`src/rtl/alu_arbiter.sv`:
```
// alu_arbiter: round-robin arbiter sequencing two requesters through a shared ALU datapath
// Ports:
//   i_clk, i_rst_n            clock, synchronous active-low reset
//   i_req[1:0]                per-requester request
//   i_op0/i_op1, i_a0/i_a1,   requester op code and operands
//   i_b0/i_b1
//   i_dp_result/carry/zero    datapath R0 result and flags
//   o_gnt[1:0]                one-hot grant, held LOADA..WAIT
//   o_done[1:0]               one-cycle completion pulse
//   o_result, o_res_c/z       captured result and flags, held until next capture
//   o_busy                    high outside IDLE
//   o_ctl_*                   datapath control word
module alu_arbiter (
  input  logic        i_clk,
  input  logic        i_rst_n,
  input  logic [1:0]  i_req,
  input  logic [3:0]  i_op0,
  input  logic [3:0]  i_op1,
  input  logic [11:0] i_a0,
  input  logic [11:0] i_a1,
  input  logic [11:0] i_b0,
  input  logic [11:0] i_b1,
  input  logic [11:0] i_dp_result,
  input  logic        i_dp_carry,
  input  logic        i_dp_zero,
  output logic [1:0]  o_gnt,
  output logic [1:0]  o_done,
  output logic [11:0] o_result,
  output logic        o_res_c,
  output logic        o_res_z,
  output logic        o_busy,
  output logic        o_ctl_ot,
  output logic [3:0]  o_ctl_sbs,
  output logic [3:0]  o_ctl_alu,
  output logic [2:0]  o_ctl_shft,
  output logic [3:0]  o_ctl_dest,
  output logic [11:0] o_ctl_const
);
  localparam logic       O_NIL         = 1'b0;
  localparam logic       O_WR          = 1'b1;
  localparam logic [3:0] SBUS_IN       = 4'd0;
  localparam logic [3:0] SBUS_R0       = 4'd1;
  localparam logic [3:0] SBUS_ADDCONST = 4'd8;
  localparam logic [3:0] ALU_PASS      = 4'd0;
  localparam logic [2:0] SHFT_NIL      = 3'd0;
  localparam logic [3:0] DST_NIL       = 4'd0;
  localparam logic [3:0] DST_ACC       = 4'd1;
  localparam logic [3:0] DST_R0        = 4'd2;
  typedef enum logic [2:0] {S_IDLE, S_LOADA, S_EXEC, S_WAIT, S_DONE} state_t;
  state_t      r_state;
  logic        r_win;
  logic        r_last;
  logic [3:0]  r_op;
  logic [11:0] r_b;
  logic        w_win;
  // A lone requester wins outright; on a tie the one not served last wins.
  assign w_win = (i_req == 2'b10) | ((i_req == 2'b11) & ~r_last);
  // Every output is a register; the control word for a state is loaded on the
  // edge that enters that state, so it is visible for exactly that cycle.
  always_ff @(posedge i_clk) begin
    if (!i_rst_n) begin
      r_state     <= S_IDLE;
      r_win       <= 1'b0;
      r_last      <= 1'b1;
      r_op        <= 4'd0;
      r_b         <= 12'd0;
      o_gnt       <= 2'b00;
      o_done      <= 2'b00;
      o_result    <= 12'd0;
      o_res_c     <= 1'b0;
      o_res_z     <= 1'b0;
      o_busy      <= 1'b0;
      o_ctl_ot    <= O_NIL;
      o_ctl_sbs   <= SBUS_IN;
      o_ctl_alu   <= ALU_PASS;
      o_ctl_shft  <= SHFT_NIL;
      o_ctl_dest  <= DST_NIL;
      o_ctl_const <= 12'd0;
    end else begin
      o_done      <= 2'b00;
      o_ctl_ot    <= O_NIL;
      o_ctl_sbs   <= SBUS_IN;
      o_ctl_alu   <= ALU_PASS;
      o_ctl_shft  <= SHFT_NIL;
      o_ctl_dest  <= DST_NIL;
      o_ctl_const <= 12'd0;
      case (r_state)
        S_IDLE: if (|i_req) begin
          r_state     <= S_LOADA;
          r_win       <= w_win;
          r_last      <= w_win;
          r_op        <= w_win ? i_op1 : i_op0;
          r_b         <= w_win ? i_b1 : i_b0;
          o_gnt       <= w_win ? 2'b10 : 2'b01;
          o_busy      <= 1'b1;
          o_ctl_sbs   <= SBUS_ADDCONST;
          o_ctl_dest  <= DST_ACC;
          o_ctl_const <= w_win ? i_a1 : i_a0;
        end
        S_LOADA: begin
          r_state     <= S_EXEC;
          o_ctl_sbs   <= SBUS_ADDCONST;
          o_ctl_alu   <= r_op;
          o_ctl_dest  <= DST_R0;
          o_ctl_const <= r_b;
        end
        S_EXEC: r_state <= S_WAIT;
        // R0 is settled during WAIT, so it is captured on the edge into DONE
        // and presented alongside the done pulse.
        S_WAIT: begin
          r_state   <= S_DONE;
          o_result  <= i_dp_result;
          o_res_c   <= i_dp_carry;
          o_res_z   <= i_dp_zero;
          o_done    <= r_win ? 2'b10 : 2'b01;
          o_gnt     <= 2'b00;
          o_ctl_ot  <= O_WR;
          o_ctl_sbs <= SBUS_R0;
        end
        S_DONE: begin
          r_state <= S_IDLE;
          o_busy  <= 1'b0;
        end
        default: r_state <= S_IDLE;
      endcase
    end
  end
endmodule

```
`config.mk`:
```
export PLATFORM = sky130hd
export DESIGN_NAME = alu_arbiter
export DESIGN_NICKNAME = d
export VERILOG_FILES = /design/src/rtl/alu_arbiter.sv
export SDC_FILE = /design/constraint.sdc
export NUM_CORES = 1
export LEC_CHECK = 0
export ABC_AREA = 1
export CAP_MARGIN = 40
export CORE_ASPECT_RATIO = 0.6
export CORE_MARGIN = 2
export CORE_UTILIZATION = 46
export CTS_BUF_LIST = sky130_fd_sc_hd__clkbuf_8
export DETAILED_ROUTE_END_ITERATION = 7
export PLACE_DENSITY = 0.84
export SLEW_MARGIN = 25
export SYNTH_ARGS = -nofsm -noshare
export SYNTH_HDL_FRONTEND = slang
export SYNTH_SLANG_ARGS = --single-unit
```
`constraint.sdc`:
```
create_clock -name i_clk -period 1.69 [get_ports i_clk]
set_input_delay 0.169 -clock i_clk [delete_from_list [all_inputs] [get_ports i_clk]]
set_output_delay 0.169 -clock i_clk [all_outputs]
set_load 0.02 [all_outputs]
```
* After elaboration in Yosys (flattened, before gate mapping) *
Index checks and enable logic that the tools add are counted.

word-level totals
  memories = 0
  RAM bits = 0
  output and inout port bits = 47
  bits of input ports = 74
  bits in read-only memories = 0
  latch bits = 0
  word-level logic and storage cells = 53
  register bits after elaboration = 65

operators by class
  multiply operators = 0
  reduce and logical (&&, ||, !) cells = 9
  shift-type cells = 0
  divide/modulo/power cells = 0
  eq/ne operators = 7
  bitwise logic cells = 3
  $lt $le $gt $ge = 0
  add/subtract/negate cells = 0
  muxes and demuxes = 18

operator list
  kind                number
  $mux 12             3
  $pmux 12 s2         1
  $pmux 3 s4          1
  $pmux 4 s3          1
  $reduce_and 2->1    5
  $mux 4              2
  $pmux 2 s2          2
  $eq 3x2->1 const B  2
  $mux 2              3
  $eq 2x2->1 const B  2
  $reduce_bool 2->1   2
  $eq 3x1->1 const B  1
  $eq 3x3->1 const B  1
  $logic_not 3->1     1
  $mux 1              3
  $mux 3              1
  $ne 2x2->1 const B  1
  $pmux 1 s2          1
  $reduce_or 2->1     1
  $and 1x1->1         1
  $not 1->1           1
  $or 1x1->1          1

* Depth between registers and ports, before layout *
  word-level depth = 6
  mapped depth = 8
  depth with buffers taken out = 7

* Worst setup path before layout *
No wires, ideal clock.

  path kind = register to register
  from = register r_state[0]
  to = register o_ctl_const[10]
  library setup time = 0.066 ns
  clock period less this slack = 1.111 ns
  slack = 0.579 ns
  data required time = 1.624 ns
  path buffers = 2
  data arrival time = 1.044 ns
  cell stages (with the launch flop) = 8
  cells stage by stage = dfxtp_1 -> nor2_4 -> nand2_2 -> nor2_4 -> buf_6 -> buf_8 -> nand3_2 -> a21oi_2

on the way
  word-level cells in the longest chain between the ends = 2
  elaborated cells between the ends (all ways) = 3
  classes of those cells = 1 x eq/ne; 1 x mux; 1 x reduce/logical

ends and longest elaborated chain
  what                                           RTL line  source
  start: declaration                             50        state_t r_state;
  start signal: assignment                       62        r_state <= S_IDLE;
  start signal: assignment                       89        r_state <= S_LOADA;
  start signal: assignment                       101       r_state <= S_EXEC;
  $eq 3x1->1 or $logic_not 3->1 (tied branches)  87        case (r_state)
  $pmux 12 s2 (*)                                87
  end signal: assignment                         98        o_ctl_const <= w_win ? i_a1 : i_a0;
  end signal: assignment                         105       o_ctl_const <= r_b;
  end: declaration                               37        output logic [11:0] o_ctl_const

Mark *: on every way between the ends. The rest lies on a longest branch, timed or not.
A chain may end at the register's enable or synchronous reset.

* Final worst setup path *
  from = register o_result[0]
  to = output port o_result[0]

RTL lines
  what                      RTL line  source
  start: declaration        28        output logic [11:0] o_result,
  start signal: assignment  112       o_result <= i_dp_result;

No word-level cell between the ends.

==> results <==
[worst paths after layout]
path,from,end,slack (ns),cells after the start
setup / recovery,o_result[0]$_SDFFE_PN0N_,o_result[0],0.23,1
hold / removal,i_dp_result[4],o_result[4]$_SDFFE_PN0N_,0.37,3
setup reg to reg,r_state[0]$_SDFFE_PN0P_,o_gnt[0]$_SDFFE_PN0P_,0.38,7
hold reg to reg,r_op[1]$_SDFFE_PN0P_,o_ctl_alu[1]$_SDFF_PN0_,0.42,2
[layer usage]
metal / routed length [um] / vias up
met3: 566 / 7
met2: 2977 / 80
met5: 0 / -
met1: 3286 / 1121
met4: 50 / 0
li1: - / 1320
[cell families (layout without fill, tap and decap cells)]
family	Yosys count	after routing	synth area share
flops	61	61	0.4634
compound gates	34	34	0.07740
buf+inv	70	185	0.1258
other cells	1	7	0.001423
simple gates	199	199	0.3319
[power by group through the flow]
stage | clock [mW] | sequential (mW) | combinational [mW]
2_1_floorplan | 0 | 1.72 | 0.413
3_5_place_dp | 0 | 1.66 | 0.859
6_report | 1.15 | 1.63 | 0.861
5_1_grt | 1.24 | 1.64 | 0.940
4_1_cts | 1.17 | 1.63 | 0.866
3_3_place_gp | 0 | 1.66 | 0.841
[sequential cells by signal (all words and copies together), names as in the netlist]
name         count
r_last           1
o_ctl_dest       2
o_res_z          1
o_ctl_ot         1
o_gnt            2
r_state          3
o_result        12
r_win            1
o_ctl_const     12
o_busy           1
o_res_c          1
r_b             12
r_op             4
o_ctl_alu        4
o_done           2
o_ctl_sbs        2
[stage by stage]
step / power, mW / instances / hold slack (ns) / area [um2]
5_1_grt: 3.820 / 566 / 0.3681 / 4008
2_1_floorplan: 2.135 / 371 / 0.2794 / 2658
3_3_place_gp: 2.500 / 550 / 0.4164 / 3830
4_1_cts: 3.663 / 566 / 0.3576 / 4008
3_5_place_dp: 2.522 / 550 / 0.4211 / 3830
6_report: 3.642 / 566 / 0.3698 / 4008
[layout make-up]
class | instances | share of cell area
Timing Repair Buffer | 123 | 0.3072
Sequential cell | 61 | 0.3047
Multi-Input combinational cell | 240 | 0.2757
Inverter | 46 | 0.04308
Clock buffer | 11 | 0.03778
Tap cell | 80 | 0.02498
Clock inverter | 5 | 0.006556
[layout by cell type, fill, tap and decap left out, drive strengths merged, types with 10 or more instances in the layout]
master / instances
clkdlybuf4s50: 113
nand2: 111
dfxtp: 61
nor2: 61
inv: 47
o21ai: 17
a21oi: 17
nand3: 13
nand3b: 12
clkbuf: 11
buf: 10
==> reports/results.txt <==
Register clock-pin slew on the reported worst setup and hold paths: 0.07 ns
Final Max Slew Viols: 0
Peak VDD IR: 0.0004428 V
Placer Congestion: 0.8494
Final setup vio count: 0
Clock network fraction of design power: 0.315
Critical path's top delay family: buffers and inverters
Setup ws final: 0.2268 ns
First drt pass iteration count: 4
Fraction of registers with async set or reset after synthesis: 0
Clock sink count: 61
Yosys reg bits: 61
Avg WL per Cell: 12.16 um
Leakage: 1.828 nW
Die Height: 62.63 um
Detailed Place HPWL: 5077 um
Num ports: 121
Setup crit end kind: output port
Vias in the first global route: 2,335
Pwr per Cell Area: 908.8 nW/um2
Mapped Area: 2635 um2
Worst Setup Start Kind: register
Critical path type: register to output port
Initial drt markers: 99
Arr. time, crit path: 1.29 ns
Status: finished, final reports clean
Sequential share of the synthesized area: 0.4634
Most common cell in the netlist: nand2_1
Via-to-Cell Ratio: 4.466
Initial antenna violation count: 0
Synth top cells by count: nand2_1, dfxtp_1, nor2_1, inv_1, o21ai_0
Fmax achieved: 0.6834 GHz
# diodes: 0
Worst-path cell with the longest stage delay: clkdlybuf4s50_1
Combinational share of power: 0.236
RSZ-0062 raised after global routing: no
# Post-CTS Setup Buffers: 0
Global Route met3 Usage: 0.08501
Period minus WS final: 1.463 ns
Reg power frac: 0.449
Worst EP required: 1.52 ns
TNS Setup: 0 ns
Hold-fix buffers, CTS: 0
Max-cap violation count: 0
First-pass GRT wire length: 10,830 um
Cell taking the most area after synthesis: dfxtp_1
DIE AREA: 6370 um2
Top cell type's share of synthesized area: 0.4634
Post-place setup slack: 0.1495 ns
Max stage delay on crit path: 0.62 ns
Tcrit/Tclk final: 0.8658
Port Buffers: 113
Cell variety after synth: 21
Vias: 2,528
Post-Synthesis Cells: 365
Remaining global-route overflow: 0
Antenna viol nets, final: 0
Nets: 555
Core area: 5544 um2
EDFF count, synth: 0
Longest Clk Path Bufs: 2
Share of cells above drive strength 1: 0.1049
Total track usage: 0.2197
YS warnings: 0
# rows: 21
Endpoints failing hold: 0
Multi-input logic area: 1105 um2
Ranking of synthesized cells by area: dfxtp_1, nand2_1, nor2_1
Layout area overhead: 52.09%
Top_reg_cell synth: dfxtp_1
Routed WL: 6880 um
Syn_area_per_cell: 7.219 um2
Largest net degree at the start of global routing: 43
Switching power: 1.059 mW
CP Cell Sequence: clkdlybuf4s50_1
Drt drc: 0
Final core utilization: 0.7229
CTS Root Cell: clkbuf_8
CP bufs+invs: 1
Grt met1 use: 0.2934
Worst Skew: 0.003376 ns
CTS Buf Count: 9
H-Tree Depth: 3
Fillers: 473
Int Power: 2.583 mW
Skew-Pair Late Insertion Delay: 0.34 ns
Gr busiest metal: met2
Worst-path maximum fanout: 2
Initial core utilization: 0.4753
Met2 Use GR: 0.3331
Hold crit path type: input port to register
DIE WIDTH: 101.7 um
TritonCTS clock tree: yes
Net Sw Frac: 0.2908
Reg area: 1221 um2
Post-cts resize count: 0
(Power assumes the default switching activity.)
